==> src/rtl/riscv_ctrl_pkg.sv <==
// Shared definitions for the multi-cycle RV32I control path: FSM states,
// opcode values and the datapath select encodings.
package riscv_ctrl_pkg;

    typedef enum logic [3:0] {
        ST_IDLE,
        ST_FETCH,
        ST_DECODE,
        ST_MEMADR,
        ST_MEMREAD,
        ST_MEMWB,
        ST_MEMWRITE,
        ST_EXECR,
        ST_EXECI,
        ST_ALUWB,
        ST_BRANCH,
        ST_JAL,
        ST_JALR,
        ST_LUI,
        ST_AUIPC,
        ST_TRAP
    } state_t;

    localparam logic [6:0] OP_LOAD   = 7'b0000011;
    localparam logic [6:0] OP_STORE  = 7'b0100011;
    localparam logic [6:0] OP_RTYPE  = 7'b0110011;
    localparam logic [6:0] OP_ITYPE  = 7'b0010011;
    localparam logic [6:0] OP_BRANCH = 7'b1100011;
    localparam logic [6:0] OP_JAL    = 7'b1101111;
    localparam logic [6:0] OP_JALR   = 7'b1100111;
    localparam logic [6:0] OP_LUI    = 7'b0110111;
    localparam logic [6:0] OP_AUIPC  = 7'b0010111;

    typedef enum logic [1:0] {
        SRCA_PC    = 2'b00,
        SRCA_OLDPC = 2'b01,
        SRCA_RS1   = 2'b10,
        SRCA_ZERO  = 2'b11
    } src_a_t;

    typedef enum logic [1:0] {
        SRCB_RS2  = 2'b00,
        SRCB_IMM  = 2'b01,
        SRCB_FOUR = 2'b10
    } src_b_t;

    typedef enum logic [1:0] {
        ALUOP_ADD    = 2'b00,
        ALUOP_BRANCH = 2'b01,
        ALUOP_RTYPE  = 2'b10,
        ALUOP_ITYPE  = 2'b11
    } alu_op_t;

    typedef enum logic [1:0] {
        RES_ALUOUT  = 2'b00,
        RES_MEMDATA = 2'b01,
        RES_ALU     = 2'b10
    } result_src_t;

    // Opcode dispatch out of DECODE; anything unsupported lands in TRAP.
    function automatic state_t decode_next(input logic [6:0] opcode);
        case (opcode)
            OP_LOAD,
            OP_STORE:  return ST_MEMADR;
            OP_RTYPE:  return ST_EXECR;
            OP_ITYPE:  return ST_EXECI;
            OP_BRANCH: return ST_BRANCH;
            OP_JAL:    return ST_JAL;
            OP_JALR:   return ST_JALR;
            OP_LUI:    return ST_LUI;
            OP_AUIPC:  return ST_AUIPC;
            default:   return ST_TRAP;
        endcase
    endfunction

endpackage

==> src/rtl/mem_watchdog.sv <==
// Bounds a memory handshake: counts cycles a request waits without ready and
// flags expiry on the WAIT_MAX-th consecutive waiting cycle. A ready in that
// same cycle is not a wait, so it suppresses the expiry.
module mem_watchdog #(
    parameter int WAIT_MAX = 16,
    parameter int CNT_W    = 5
) (
    input  logic clk,
    input  logic rst,
    input  logic req,
    input  logic ready,
    input  logic clear,
    output logic expire
);

    logic [CNT_W-1:0] cnt;
    logic             waiting;

    assign waiting = req & ~ready;
    assign expire  = waiting && (cnt == CNT_W'(WAIT_MAX - 1));

    // Wait counter: restarts whenever the controller leaves its current state.
    always_ff @(posedge clk or posedge rst) begin
        if (rst) begin
            cnt <= '0;
        end else if (clear) begin
            // NOTE: sequential state uses non-blocking assignments so every flop samples pre-edge values.
            cnt <= '0;
        end else if (waiting) begin
            cnt <= cnt + CNT_W'(1);
        end
    end

endmodule

==> src/rtl/multicycle_ctrl_fsm.sv <==
// Main control FSM of the multi-cycle RV32I core. Steps one shared memory
// port, the ALU and the register file through FETCH/DECODE/EXECUTE/MEM/WB and
// drives Moore datapath selects from the current state.
module multicycle_ctrl_fsm
    import riscv_ctrl_pkg::*;
#(
    parameter int WAIT_MAX = 16,
    parameter int CNT_W    = 5
) (
    input  logic        clk,
    input  logic        rst,
    input  logic [31:0] instr,
    input  logic        br_taken,
    input  logic        mem_ready,
    output logic        mem_req,
    output logic        mem_we,
    output logic        adr_src,
    output logic        ir_write,
    output logic        pc_write,
    output logic        reg_write,
    output logic [1:0]  alu_src_a,
    output logic [1:0]  alu_src_b,
    output logic [1:0]  alu_op,
    output logic [1:0]  result_src,
    output logic        illegal,
    output logic        bus_err
);

    state_t      state;
    state_t      state_next;
    src_a_t      src_a_sel;
    src_b_t      src_b_sel;
    alu_op_t     alu_op_sel;
    result_src_t result_sel;
    logic        in_mem_access;
    logic        wd_expire;
    logic        set_illegal;
    logic        set_bus_err;
    logic [6:0]  opcode;

    assign opcode = instr[6:0];

    // Memory-access states: the watchdog only runs while one of these holds mem_req.
    assign in_mem_access = (state == ST_FETCH) || (state == ST_MEMREAD) ||
                           (state == ST_MEMWRITE);

    mem_watchdog #(
        .WAIT_MAX (WAIT_MAX),
        .CNT_W    (CNT_W)
    ) u_watchdog (
        .clk    (clk),
        .rst    (rst),
        .req    (in_mem_access),
        .ready  (mem_ready),
        .clear  (state_next != state),
        .expire (wd_expire)
    );

    // State register; reset lands in IDLE, which drops every output at once.
    always_ff @(posedge clk or posedge rst) begin
        if (rst) begin
            state <= ST_IDLE;
        end else begin
            state <= state_next;
        end
    end

    // Sticky error flags, cleared only by reset.
    always_ff @(posedge clk or posedge rst) begin
        if (rst) begin
            illegal <= 1'b0;
            bus_err <= 1'b0;
        end else begin
            if (set_illegal) illegal <= 1'b1;
            if (set_bus_err) bus_err <= 1'b1;
        end
    end

    // Next-state and Moore output decode.
    always_comb begin
        // NOTE: every signal gets a default first so no path through the case infers a latch.
        state_next  = state;
        set_illegal = 1'b0;
        set_bus_err = 1'b0;
        mem_req     = 1'b0;
        mem_we      = 1'b0;
        adr_src     = 1'b0;
        ir_write    = 1'b0;
        pc_write    = 1'b0;
        reg_write   = 1'b0;
        src_a_sel   = SRCA_PC;
        src_b_sel   = SRCB_RS2;
        alu_op_sel  = ALUOP_ADD;
        result_sel  = RES_ALUOUT;

        case (state)
            ST_IDLE: begin
                state_next = ST_FETCH;
            end

            ST_FETCH: begin
                mem_req    = 1'b1;
                src_b_sel  = SRCB_FOUR;
                result_sel = RES_ALU;
                // IR/OldPC and PC+4 commit only on the cycle memory delivers.
                ir_write   = mem_ready;
                pc_write   = mem_ready;
                if (mem_ready) begin
                    state_next = ST_DECODE;
                end else if (wd_expire) begin
                    state_next  = ST_TRAP;
                    set_bus_err = 1'b1;
                end
            end

            ST_DECODE: begin
                // Speculative branch target: ALUOut <= OldPC + imm.
                src_a_sel  = SRCA_OLDPC;
                src_b_sel  = SRCB_IMM;
                state_next = decode_next(opcode);
                if (decode_next(opcode) == ST_TRAP) begin
                    set_illegal = 1'b1;
                end
            end

            ST_MEMADR: begin
                src_a_sel  = SRCA_RS1;
                src_b_sel  = SRCB_IMM;
                state_next = (opcode == OP_LOAD) ? ST_MEMREAD : ST_MEMWRITE;
            end

            ST_MEMREAD: begin
                mem_req = 1'b1;
                adr_src = 1'b1;
                if (mem_ready) begin
                    state_next = ST_MEMWB;
                end else if (wd_expire) begin
                    state_next  = ST_TRAP;
                    set_bus_err = 1'b1;
                end
            end

            ST_MEMWB: begin
                result_sel = RES_MEMDATA;
                reg_write  = 1'b1;
                state_next = ST_FETCH;
            end

            ST_MEMWRITE: begin
                mem_req = 1'b1;
                adr_src = 1'b1;
                mem_we  = 1'b1;
                if (mem_ready) begin
                    state_next = ST_FETCH;
                end else if (wd_expire) begin
                    state_next  = ST_TRAP;
                    set_bus_err = 1'b1;
                end
            end

            ST_EXECR: begin
                src_a_sel  = SRCA_RS1;
                src_b_sel  = SRCB_RS2;
                alu_op_sel = ALUOP_RTYPE;
                state_next = ST_ALUWB;
            end

            ST_EXECI: begin
                src_a_sel  = SRCA_RS1;
                src_b_sel  = SRCB_IMM;
                alu_op_sel = ALUOP_ITYPE;
                state_next = ST_ALUWB;
            end

            ST_ALUWB: begin
                result_sel = RES_ALUOUT;
                reg_write  = 1'b1;
                state_next = ST_FETCH;
            end

            ST_BRANCH: begin
                // PC takes the target computed in DECODE only if the compare says so.
                src_a_sel  = SRCA_RS1;
                src_b_sel  = SRCB_RS2;
                alu_op_sel = ALUOP_BRANCH;
                result_sel = RES_ALUOUT;
                pc_write   = br_taken;
                state_next = ST_FETCH;
            end

            ST_JAL: begin
                // PC <= ALUOut (target) while the ALU forms the link value OldPC+4.
                src_a_sel  = SRCA_OLDPC;
                src_b_sel  = SRCB_FOUR;
                result_sel = RES_ALUOUT;
                pc_write   = 1'b1;
                state_next = ST_ALUWB;
            end

            ST_JALR: begin
                // Overwrites ALUOut with rs1+imm, then reuses the JAL sequence.
                src_a_sel  = SRCA_RS1;
                src_b_sel  = SRCB_IMM;
                state_next = ST_JAL;
            end

            ST_LUI: begin
                src_a_sel  = SRCA_ZERO;
                src_b_sel  = SRCB_IMM;
                state_next = ST_ALUWB;
            end

            ST_AUIPC: begin
                src_a_sel  = SRCA_OLDPC;
                src_b_sel  = SRCB_IMM;
                state_next = ST_ALUWB;
            end

            ST_TRAP: begin
                state_next = ST_TRAP;
            end

            default: begin
                state_next = ST_TRAP;
            end
        endcase
    end

    assign alu_src_a  = src_a_sel;
    assign alu_src_b  = src_b_sel;
    assign alu_op     = alu_op_sel;
    assign result_src = result_sel;

endmodule

==> config.mk <==
export PLATFORM = sky130hd
export DESIGN_NAME = multicycle_ctrl_fsm
export DESIGN_NICKNAME = d
export VERILOG_FILES = /design/src/rtl/riscv_ctrl_pkg.sv /design/src/rtl/mem_watchdog.sv /design/src/rtl/multicycle_ctrl_fsm.sv
export SDC_FILE = /design/constraint.sdc
export NUM_CORES = 1
export LEC_CHECK = 0
export ABC_AREA = 1
export BUFFER_PORTS_ARGS = -buffer_cell sky130_fd_sc_hd__buf_2
export CAP_MARGIN = 40
export CORE_UTILIZATION = 49
export DETAILED_ROUTE_END_ITERATION = 8
export GPL_TIMING_DRIVEN = 0
export PLACE_DENSITY = 0.89
export SYNTH_ARGS = -nofsm -noshare
export SYNTH_HDL_FRONTEND = slang
export SYNTH_SLANG_ARGS = --single-unit
export TNS_END_PERCENT = 5
==> constraint.sdc <==
create_clock -name clk -period 3.87 [get_ports clk]
set_clock_uncertainty 0.05 [all_clocks]
set_input_delay 0.387 -clock clk [delete_from_list [all_inputs] [get_ports clk]]
set_output_delay 0.387 -clock clk [all_outputs]
set_load 0.05 [all_outputs]
; Word-level counts from Yosys, hierarchy flattened
; Cells that the tools add are included.
[totals]
reg_bits = 11
in_bits = 36
output_inout_bits = 16
word_cells = 74
[classes]
add_sub_neg = 1
n_eq_ne = 27
mux = 25
bitwise_logic = 2
n_reduce_logical = 15
[ops]
columns = operator, n
row1 = "== test 4 bit, second input constant", 9
row2 = case mux 4 bit (9 select lines), 1
row3 = case mux 4 bit (8 select lines), 1
row4 = "== test 7 x 6 -> 1 bit, second input constant", 3
row5 = "== test 7 bit, second input constant", 3
row6 = 2-to-1 mux 4 bit, 5
row7 = "== test 4 x 3 -> 1 bit, second input constant", 4
row8 = "== test 7 x 5 -> 1 bit, second input constant", 2
row9 = case mux 2 bit (3 select lines), 2
row10 = 2-to-1 mux 1 bit, 10
row11 = 2-to-1 mux 5 bit, 2
row12 = OR reduction 5 bit, 2
row13 = "== test 4 x 2 -> 1 bit, second input constant", 2
row14 = case mux 2 bit (2 select lines), 2
row15 = OR reduction 2 bit, 4
row16 = "== test 7 x 2 -> 1 bit, second input constant", 1
row17 = OR reduction 3 bit, 2
row18 = OR reduction 6 bit, 1
row19 = "adder 5 x 1 -> 5 bit, second input constant", 1
row20 = "== test 5 x 4 -> 1 bit, second input constant", 1
row21 = "== test 4 x 1 -> 1 bit, second input constant", 1
row22 = zero test 4 bit, 1
row23 = != test 4 bit, 1
row24 = OR reduction 4 bit, 1
row25 = other kinds (7), 8

; Depth between registers and ports, before layout
; Gate-level depths: netlist of the first run.
[depth]
ltp_word = 10
ltp_mapped = 14
ltp_nobuf = 14

; Cells and area by module
; Synthesis of the first run repeated with hierarchy kept, for this count alone.
[unflattened]
hier_cells = 185
hier_area_um2 = 1078.5
[modules_own_cells]
columns = module, n_inst, cells_each, area_each_um2, seq_area_each_um2
row1 = multicycle_ctrl_fsm, 1, 146, 799.5, 150.1
row2 = mem_watchdog, 1, 39, 279.0, 125.1

; Worst setup path before layout of the first run
; No wires, ideal clock.
[synth_path]
path_type = reg-to-output
startpoint = register state[3]
endpoint = output port pc_write
arrival_ns = 1.871
required_time_ns = 3.433
setup_slack_ns = 1.562
stages_incl_launch_ff = 5
path_buffers = 1
cell_sequence = dfrtp_1 -> buf_2 -> nor2_2 -> nand2_4 -> o21ai_0
[synth_between]
elab_chain_len = 2
word_cells_on_any_way = 4
cone_classes = 3 x eq/ne / 1 x mux
[synth_lines]
columns = item, line_no
row1 = "start, declared", multicycle_ctrl_fsm.sv:29  ; state_t state;
row2 = "start signal, assigned", multicycle_ctrl_fsm.sv:64  ; state <= state_next;
row3 = == test 4 bit or == test 4 x 1 -> 1 bit (tied branches), multicycle_ctrl_fsm.sv:96  ; case (state)
row4 = case mux 1 bit (3 select lines) (*), multicycle_ctrl_fsm.sv:96
row5 = "end, declared", multicycle_ctrl_fsm.sv:19  ; output logic pc_write,
; Every way passes the cells marked *; elsewhere a longest branch is shown, timed or not.

; Worst setup path in the final report of the first run
[layout_path]
startpoint = register state[3]
endpoint = output port alu_src_a[1]
[layout_between]
elab_chain_len = 3
word_cells_on_any_way = 12
cone_classes = 9 x eq/ne / 1 x mux / 2 x reduce/logical
[layout_lines]
columns = item, line_no
row1 = "== test 4 bit, or another cell as far along", multicycle_ctrl_fsm.sv:96
row2 = OR reduction 5 bit (no source line) or OR reduction 3 bit (tied branches), --
row3 = case mux 2 bit (3 select lines) (*), multicycle_ctrl_fsm.sv:96
row4 = "end, declared", multicycle_ctrl_fsm.sv:21  ; output logic [1:0] alu_src_a,
; Marks and branches as above.

==> metrics.md, run 1 <==
| Metric | Value |
|---|---|
| DR iter-0 viols | 19 |
| GR Util met3 | 6.60% |
| Synth Cell Area | 1060 µm² |
| Fmax | ~0.46 GHz |
| Busiest grt layer | met2 |
| Post-CTS Setup Inserts | 0 |
| TritonCTS clock tree | yes |
| Met1 Usage GRT | 29.9% |
| Area Growth Syn to Fin | 17.9% |
| Post-synthesis mux area share | less than 1% |
| Rel. slew slack | 73.6% |
| R2R Setup Slk | 1730 ps |
| Syn Nets | 211 |
| Synth area leader | dfrtp_1 |
| Setup TNS Final | 0 ps |
| Rows | 16 |
| Largest net degree at the start of global routing | 12 |
| Total Nets Final | 242 |
| FF-to-FF path depth | 12 |
| Longest Clk Path Bufs | 2 |
| TritonCTS buffer count | 3 |
| Post-Synth Adder-Cell Area | around 2.4% |
| FF-to-FF End | u_watchdog.cnt[2] |
| Final setup fails | 0 |
| Avg Synthesized Cell Area | ~6 µm² |
| Period utilization | between 50 and 60% |
| DR vias | between 1000 and 1500 |
| Worst vdd ir | 0.000533 V |
| Routed vias/inst | 5.19 |
| Synth Instances | between 150 and 200 |
| Chip Height | 48.6 µm |
| Compound-gate portion of the synthesized area | 12.6% |
| RR Startpoint | u_watchdog.cnt[0] |
| Share of layout cells above drive strength 1 | around a quarter |
| Worst Path Arrival | between 1500 and 2000 ps |
| CP max FO | 8 |
| Initial antenna violation count | 0 |
| Routed WL | ~2500 µm |
| Starting Density | about 53% |
| M2 GR Usage | a little over two fifths |
| Startpoint types | flop |
| Post-synth ARST share | 100% |
| Root buffer cell | clkbuf_4 |
| Sequential fraction of the synthesis area | about 26% |
| Yosys top cell area share | between 20% and 30% |
| Synth area leaders | dfrtp_1 26%, nand2_1 20%, nor2_1 9.5%, inv_1 6.4%, nand3_1 4.7% |
| Clk slew on worst S/H paths | roughly 70 ps |
| Ys flop type | dfrtp_1 |
| Slew @ Worst Pin | 395 ps |
| I/O Pins | 52 |
| Final min period | 2150 ps |
| Setup Crit Path Kind | reg -> out |
| Post-layout util | ~63% |
| #FFs+latches synth | 11 |
| Total power | roughly 1.1 mW |
| Final Hold Fails | 0 |
| # H-tree levels | 1 |
| DR WL/cell | around 11 µm |
| Post-synthesis xor/xnor area fraction | approximately 2.5% |
| Lkg Pwr | just over 0.7 nW |
| GRT overflow | 0 |
| First-pass GRT wire length | 4560 µm |
| Vias in the first global route | between 1000 and 1500 |
| CTS sink cnt | 11 |
| EDFF count, synth | 0 |
| # hold bufs at CTS | 0 |
| Post-route design area | ~1300 µm² |
| Port bufs | 26 |
| Hpwl dp | approximately 2000 µm |
| Status | completed |
| Antenna Nets Post-Route | 0 |
| Hold Crit Class | in -> async |
| Placed instance area | ~1200 µm² |
| Worst-skew pair later-pin latency | between 200 and 300 ps |
| Pwr dens | about 850 nW/µm² |
| Core ar. | 2000 µm² |
| Die ar. | 2360 µm² |
| Max Slew Vio Count | 0 |
| Die X | about 50 µm |
| WP data required | ~3400 ps |
| All-Layer GR Usage | roughly 24% |
| Pre-antenna DRT Iters | 4 |
| Warnings, synthesis | 0 |
| Gpl congestion | slightly above 0.9 |
| Worst setup EP type | primary output |
| # Max-Cap Violations | 0 |
| RSZ-0062 raised after global routing | false |
| Post-Synth Simple-Gate Area | approximately 47% |
| N_diodes | 0 |
| Post-cts gate resize count | 0 |
| Cell variety after synth | 28 |
| Largest family of logic cells by synthesized area | simple AND/OR/NAND/NOR gates |
| # DRC | 0 |
| Filler cell count | approximately 200 |
## layout make-up
| class | count | area (µm²) | share of cell area (%) |
|---|---|---|---|
| multi-input cells | 138 | 691 | 55.1 |
| flip-flops and latches | 11 | 275 | 22.0 |
| repair buffers | 26 | 130 | 10.4 |
| inverters | 21 | 78.8 | 6.29 |
| well taps | 27 | 33.8 | 2.70 |
| clock buffers | 4 | 26.3 | 2.10 |
| plain buffers | 3 | 17.5 | 1.40 |
## routing by layer
metal  routed length (µm)  part of all wire [%]  vias to the layer above
met5                    0                     0                        -
met4                   12                  0.48                        0
met3                  145                   5.9                        2
met2                 1190                    48                       44
met1                 1130                    46                      530
li1                     -                     -                      618
## sequential cells by signal (all words and copies together) (netlist names)
register and flops:
bus_err 1, u_watchdog.cnt 5, illegal 1, state 4
## cells by family after synthesis
kind of cell | Yosys count
buf+inv | 24
flops | 11
fa+ha+maj | 2
mux | 1
xor+xnor | 3
compound gates | 19
simple gates | 113
## where the power goes
| part | internal [mW] | switching, mW |
|---|---|---|
| Clock | 0.0399 | 0.0377 |
| Sequential | 0.144 | 0.0181 |
| Combinational | 0.208 | 0.622 |
| Total | 0.392 | 0.678 |
## cell usage after synthesis, drive strengths merged (2+ instances only)
cell type	number
a21oi	4
buf	3
dfrtp	11
ha	2
inv	21
nand2	60
nand3	10
nand4	7
nor2	34
o211ai	4
o21ai	7
xor2	2
## worst max-delay path by stage
| stage | from | endpoint | slack, ps |
|---|---|---|---|
| 6_report | state[3] | alu_src_a[1] | 1720 |
| 5_1_grt | u_watchdog.cnt[0] | u_watchdog.cnt[0] | 1570 |
| 3_3_place_gp | u_watchdog.cnt[0] | u_watchdog.cnt[1] | 1800 |
| 3_5_place_dp | u_watchdog.cnt[0] | u_watchdog.cnt[0] | 1760 |
| 4_1_cts | state[3] | alu_src_a[0] | 1720 |
| 2_1_floorplan | state[3] | pc_write | 1560 |
## metrics by stage
step / hold slack (ps) / worst slack, ps / cells
after floorplan: 189 / 1560 / 173
after global placement: 341 / 1800 / 226
after detailed placement: 346 / 1760 / 226
after CTS: 40.0 / 1720 / 230
after global routing: 70.3 / 1570 / 230
final: 33.4 / 1720 / 230
## layout by cell type, fill, tap and decap left out, drive strengths merged
cell | Yosys | layout
o21bai | 1 | 1
nor3 | 1 | 1
mux2i | 1 | 1
o21ai | 7 | 7
nor2 | 34 | 34
dfrtp | 11 | 11
xnor2 | 1 | 1
nand3 | 10 | 10
a21oi | 4 | 4
nand4 | 7 | 7
o211ai | 4 | 4
a21o | 1 | 1
buf | 3 | 29
nand2 | 60 | 60
o22ai | 1 | 1
and3 | 1 | 1
xor2 | 2 | 2
a31oi | 1 | 1
ha | 2 | 2
inv | 21 | 21
clkbuf | 0 | 4
## worst max-delay path, stage by stage, from the launching register on
cell     delay [ps]
dfrtp_1         360
buf_2           170
nor2_2          200
inv_1           130
nor2_1          150
a31oi_1          80
nand4_1          90
buf_2           260
Note: power is estimated with default switching activity, not from simulation.
==> run 2, diff against run 1 <==
--- a/config.mk
+++ b/config.mk
@@ -8,10 +8,10 @@
 export ABC_AREA = 1
 export BUFFER_PORTS_ARGS = -buffer_cell sky130_fd_sc_hd__buf_2
 export CAP_MARGIN = 40
-export CORE_UTILIZATION = 49
+export CORE_UTILIZATION = 46
 export DETAILED_ROUTE_END_ITERATION = 8
 export GPL_TIMING_DRIVEN = 0
-export PLACE_DENSITY = 0.89
+export PLACE_DENSITY = 0.85
 export SYNTH_ARGS = -nofsm -noshare
 export SYNTH_HDL_FRONTEND = slang
 export SYNTH_SLANG_ARGS = --single-unit
==> constraint.sdc (replaced) <==
create_clock -name clk -period 2.1 [get_ports clk]
set_clock_uncertainty 0.05 [all_clocks]
set_input_delay 0.21 -clock clk [delete_from_list [all_inputs] [get_ports clk]]
set_output_delay 0.21 -clock clk [all_outputs]
set_load 0.05 [all_outputs]
==> metrics.md, run 2 (synthesis gave the netlist of run 1 again) <==
| Metric | Value |
|---|---|
| Routed vias/inst | 4.97 (-4.3%) |
| Multi-input gate area | 721 µm² (+4.3%) |
| Setup TNS Final | 0 ps (unchanged) |
| TritonCTS buffer count | 3 (unchanged) |
| Clk slew on worst S/H paths | 90 ps (+20 ps) |
| Post-layout util | 59.7% (-2.9 points) |
| Lkg Pwr | 0.726 nW (+1.5%) |
| Die X | 50.1 µm (+3.1%) |
| Root buffer cell | clkbuf_4 |
| Rows | 17 (+1) |
| Cell with the largest stage delay on the worst path | dfrtp_1 |
| CP max FO | 6 (-2) |
| DR iter-0 viols | 33 (+14) |
| Commonest non-fill, non-tap cells in the layout | 56 x nand2_1, 26 x buf_2, 25 x nor2_1 |
| Hold path startpoint | mem_ready |
| Die ar. | 2510 µm² (+6.3%) |
| Top flop regs | u_watchdog.cnt (5), state (4) |
| I/O Pins | 52 (unchanged) |
| Fmax | 0.502 GHz |
| Initial antenna violation count | 0 (unchanged) |
| Period utilization | a little over nine tenths |
| Area Growth Syn to Fin | 23.1% |
| Pwr dens | 1560 nW/µm² (+82%) |
| RR Startpoint | u_watchdog.cnt[0] |
| Reg with most FFs | u_watchdog.cnt |
| Hold Crit Class | in -> reg |
| Final setup fails | 0 (unchanged) |
| R2R Setup Slk | 110 ps (-1620 ps) |
| Port bufs | 26 (unchanged) |
| Most used cell along the critical path | nand2_1 |
| Pre-antenna DRT Iters | 4 (unchanged) |
| TritonCTS clock tree | yes |
| Final Hold Fails | 0 (unchanged) |
| Number of flip-flops in the largest register | 5 (unchanged) |
| Total power | 2.04 mW (+90%) |
| Share of layout cells above drive strength 1 | 27.3% (+3.2 points) |
| Worst Setup SP | u_watchdog.cnt[0] |
| Critical path buffers and inverters | 0 (-3) |
| Final min period | 1990 ps |
| Antenna Nets Post-Route | 0 (unchanged) |
| DR WL/cell | 10.4 µm (-3.2%) |
| All-Layer GR Usage | 21.7% (-2.7 points) |
| N_diodes | 0 (unchanged) |
| # Max-Cap Violations | 0 (unchanged) |
| Startpoint types | flop |
| Worst Path Arrival | 2150 ps (+440 ps) |
| Gpl congestion | 0.863 (-6.7%) |
| CTS sink cnt | 11 (unchanged) |
| Worst setup EP type | flop |
| Rel. slew slack | 72.1% (-1.6 points) |
| Core ar. | 2190 µm² (+9.4%) |
| Vias in the first global route | 968 (-14%) |
| Worst path cell trace | ha_2, and3_1, ha_4, o211ai_1, nand2_1, nor2_1, nand3_1, nand2_1, nand2_1, nor2_2, nand2_2, nor2_1 |
| Most common cell after layout, fill and taps aside | nand2_1 |
| Starting Density | 48.5% (-4.6 points) |
| Total Nets Final | 244 (+0.83%) |
| Longest Clk Path Bufs | 2 (unchanged) |
| GRT overflow | 0 (unchanged) |
| Hpwl dp | 1890 µm (-5.7%) |
| DR vias | 1157 (-3.1%) |
| Setup Crit Path Kind | reg -> reg |
| Worst-skew pair later-pin latency | 280 ps (about the same) |
| Routed WL | 2430 µm (-1.9%) |
| First-pass GRT wire length | 4140 µm (-9.2%) |
| Reg area | 275 µm² (unchanged) |
| Worst vdd ir | 0.00103 V (+93%) |
| Largest net degree at the start of global routing | 12 (unchanged) |
| # H-tree levels | 1 (unchanged) |
| WP data required | 2260 ps (-1170 ps) |
| Max Slew Vio Count | 0 (unchanged) |
| Filler cell count | 227 (+11%) |
| Crit path largest cell delay | 410 ps (+50 ps) |
| Finished Layout Cells | 233 (+1.3%) |
| Status | completed |
| # DRC | 0 (unchanged) |
| Largest delay contributor family on the critical path | simple AND/OR/NAND/NOR gates |
| Slew @ Worst Pin | 419 ps (+23.3 ps) |
| Chip Height | 50.1 µm (+3.1%) |
| Placed insts | 227 (+0.44%) |
## run 2: cell types whose count changed in the layout (fill, tap and decap cells not counted), moves of 2 or more
cell | before | now
buf_2 | 28 | 26
nor2_1 | 27 | 25
clkbuf_4 | 3 | 5
ha_1 | 2 | 0
## run 2: path summary, 6_finish.rpt
check                      cells past startpoint           endpoint
min in group asynchronous                      3  u_watchdog.cnt[4]
max in group asynchronous                      3  u_watchdog.cnt[2]
setup / recovery                              12  u_watchdog.cnt[1]
hold / removal                                 4  u_watchdog.cnt[4]
hold reg to reg                                1            illegal
setup reg to reg                              12  u_watchdog.cnt[1]
## run 2: where the power goes
group	switching (mW)	leakage [nW]	internal [mW]
clock	0.0855	0.0177	0.0706
combinational	1.16	0.571	0.426
sequential	0.0322	0.137	0.265
total	1.28	0.726	0.761
## run 2: repair_timing
action                                 4_1_cts  5_1_grt
setup buffers                                0        1
hold buffers                                 1        0
endpoints found under the hold margin       11        0
gates resized for setup                      0        8
setup endpoints to repair                    0        8
## run 2: layout make-up
type | count | share of cell area (%)
repair buffers | 28 | 11.7
plain buffers | 3 | 1.34
well taps | 28 | 2.68
flip-flops and latches | 11 | 21.1
multi-input cells | 138 | 55.1
clock buffers | 3 | 1.72
inverters | 21 | 6.03
clock inverters | 1 | 0.383
## run 2: layer usage
layer	GRT usage (%)	share of wire (%)	up-vias	wire length (µm)
met5	0	0	-	0
met4	4.29	0.49	0	12
met3	5.25	4.6	2	111
met2	35.3	47	28	1140
met1	28.9	48	507	1170
li1	-	-	620	-
## run 2: per-stage QoR
stage	hold slack (ps)	cell area (µm²)	setup slack [ps]
floorplan	12.4	1060	-30.8
global placement	174	1230	90.0
detailed placement	176	1230	54.7
CTS	277	1270	29.6
global route	322	1310	-26.5
finish	271	1310	110
## run 2: tightest hold or removal path: stages
cell and delay, ps:
buf_2 120, a21oi_4 60, o21ai_0 140, nor2_1 50
==> run 3, diff against run 2 <==
--- a/config.mk
+++ b/config.mk
@@ -12,6 +12,7 @@
 export DETAILED_ROUTE_END_ITERATION = 8
 export GPL_TIMING_DRIVEN = 0
 export PLACE_DENSITY = 0.85
+export RECOVER_POWER = 50
 export SYNTH_ARGS = -nofsm -noshare
 export SYNTH_HDL_FRONTEND = slang
 export SYNTH_SLANG_ARGS = --single-unit
==> metrics.md, run 3 (synthesis gave the netlist of run 1 again) <==
| Metric | Value |
|---|---|
| DR iter-0 viols | 30 (-9.1%) |
| # DRC | 0 (unchanged) |
| Cell with the largest stage delay on the worst path | dfrtp_1 |
| FF-to-FF path depth | 12 (unchanged) |
| Final min period | 1990 ps (+0.981 ps) |
| Startpoint types | flop |
| Rel. slew slack | 60.1% (-12 points) |
| Core ar. | 2190 µm² (unchanged) |
| Hpwl dp | 1890 µm (unchanged) |
| Vias in the first global route | 968 (unchanged) |
| Final setup fails | 0 (unchanged) |
| GRT overflow | 0 (unchanged) |
| Area Growth Syn to Fin | 22.9% |
| Pre-antenna DRT Iters | 4 (unchanged) |
| Worst setup EP type | flop |
| Starting Density | 48.5% (unchanged) |
| Largest net degree at the start of global routing | 12 (unchanged) |
| First-pass GRT wire length | 4140 µm (unchanged) |
| Fin Hold WS | 271 ps (+0.0180 ps) |
| Final Hold Fails | 0 (unchanged) |
| TritonCTS clock tree | yes |
| Largest delay contributor family on the critical path | simple AND/OR/NAND/NOR gates |
| Worst Path Arrival | 2150 ps (about the same) |
| Setup TNS Final | 0 ps (unchanged) |
| Most used cell along the critical path | nand2_1 |
| Initial antenna violation count | 0 (unchanged) |
| Top flop regs | u_watchdog.cnt (5), state (4) |
| R2R Setup Slk | 110 ps (about the same) |
| Antenna Nets Post-Route | 0 (unchanged) |
| DR WL/cell | 10.4 µm (-0.16%) |
| DR vias | 1157 (unchanged) |
| Die X | 50.1 µm (unchanged) |
| Fmax | 0.502 GHz (about the same) |
| Critical path buffers and inverters | 0 (unchanged) |
| WP data required | 2260 ps (about the same) |
| I/O Pins | 52 (unchanged) |
| TritonCTS buffer count | 3 (unchanged) |
| Rows | 17 (unchanged) |
| Pre-CTS setup slack | 54.7 ps (unchanged) |
| Port bufs | 26 (unchanged) |
| Clk slew on worst S/H paths | 90 ps (about the same) |
| Routed vias/inst | 4.97 (unchanged) |
| Post-layout util | 59.6% (-0.11 points) |
| Share of layout cells above drive strength 1 | 26.3% (-0.98 points) |
| Routed WL | 2430 µm (-0.16%) |
| Root buffer cell | clkbuf_4 |
| Total Nets Final | 244 (unchanged) |
| Pwr dens | 1560 nW/µm² (about the same) |
| Finished Layout Cells | 233 (unchanged) |
| Status | completed |
| Setup Crit Path Kind | reg -> reg |
| CP max FO | 6 (unchanged) |
| Chip Height | 50.1 µm (unchanged) |
| Longest Clk Path Bufs | 2 (unchanged) |
| Worst setup margin | 109 ps (-0.981 ps) |
| Die ar. | 2510 µm² (unchanged) |
| All-Layer GR Usage | 21.7% (unchanged) |
| Period utilization | 94.8% (about the same) |
| CTS sink cnt | 11 (unchanged) |
| Placed insts | 227 (unchanged) |
| # H-tree levels | 1 (unchanged) |
| Crit path largest cell delay | 410 ps (about the same) |
| Crit path depth | 12 (unchanged) |
| # Max-Cap Violations | 0 (unchanged) |
| Worst vdd ir | 0.00103 V (about the same) |
| Most common cell after layout, fill and taps aside | nand2_1 |
| Worst path cell trace | ha_2, and3_1, ha_4, o211ai_1, nand2_1, nor2_1, nand3_1, nand2_1, nand2_1, nor2_2, nand2_2, nor2_1 |
| N_diodes | 0 (unchanged) |
| Reg with most FFs | u_watchdog.cnt |
| Slew @ Worst Pin | 601 ps (+182 ps) |
| Max Slew Vio Count | 0 (unchanged) |
| Commonest non-fill, non-tap cells in the layout | 56 x nand2_1, 25 x nor2_1, 24 x buf_2 |
| Gpl congestion | 0.863 (unchanged) |
| Worst-skew pair later-pin latency | 280 ps (about the same) |
| Hold Crit Class | in -> reg |
| Lkg Pwr | 0.723 nW (-0.35%) |
| Hold depth | 4 (unchanged) |
| Number of flip-flops in the largest register | 5 (unchanged) |
run 3: final cells by class:
type                       instances  area, µm²
fill                             229        886
multi-input combinational        138        721
sequential                        11        275
timing repair buffer              28        150
inverter                          21       78.8
tap                               28       35.0
clock buffer                       3       22.5
buffer                             3       17.5
clock inverter                     1       5.00
run 3: final timing paths:
path                                    from                end
hold / removal                     mem_ready  u_watchdog.cnt[4]
min in group asynchronous                rst  u_watchdog.cnt[4]
max in group asynchronous                rst  u_watchdog.cnt[2]
setup / recovery           u_watchdog.cnt[0]  u_watchdog.cnt[1]
setup reg to reg           u_watchdog.cnt[0]  u_watchdog.cnt[1]
hold reg to reg                      illegal            illegal
run 3: timing repair:
action / in CTS / in global routing
hold endpoints to repair: 11 / 0
setup endpoints to repair: 0 / 8
hold buffers: 1 / 0
resized for setup: 0 / 8
buffers inserted: 0 / 1
run 3: per-stage QoR:
stage          instance area [µm²]  total power, mW
2_1_floorplan                 1060             1.53
3_3_place_gp                  1230             1.80
3_5_place_dp                  1230             1.80
4_1_cts                       1270             1.96
5_1_grt                       1310             2.18
6_report                      1310             2.04
run 3: power by group:
group | switching (mW) | internal, mW | total (mW)
clock | 0.0854 | 0.0706 | 0.156
sequential | 0.0324 | 0.265 | 0.297
combinational | 1.16 | 0.424 | 1.58
run 3: layer usage:
| metal | vias up | share of wire, % | global-route usage [%] |
|---|---|---|---|
| met1 | 507 | 48 | 28.9 |
| met2 | 28 | 47 | 35.3 |
| li1 | 620 | - | - |
| met4 | 0 | 0.49 | 4.29 |
| met3 | 2 | 4.5 | 5.25 |
| met5 | - | 0 | 0 |
run 3: worst min-delay path: stages:
cell     delay (ps)
buf_2           120
a21oi_4          60
o21ai_0         140
nor2_1           50
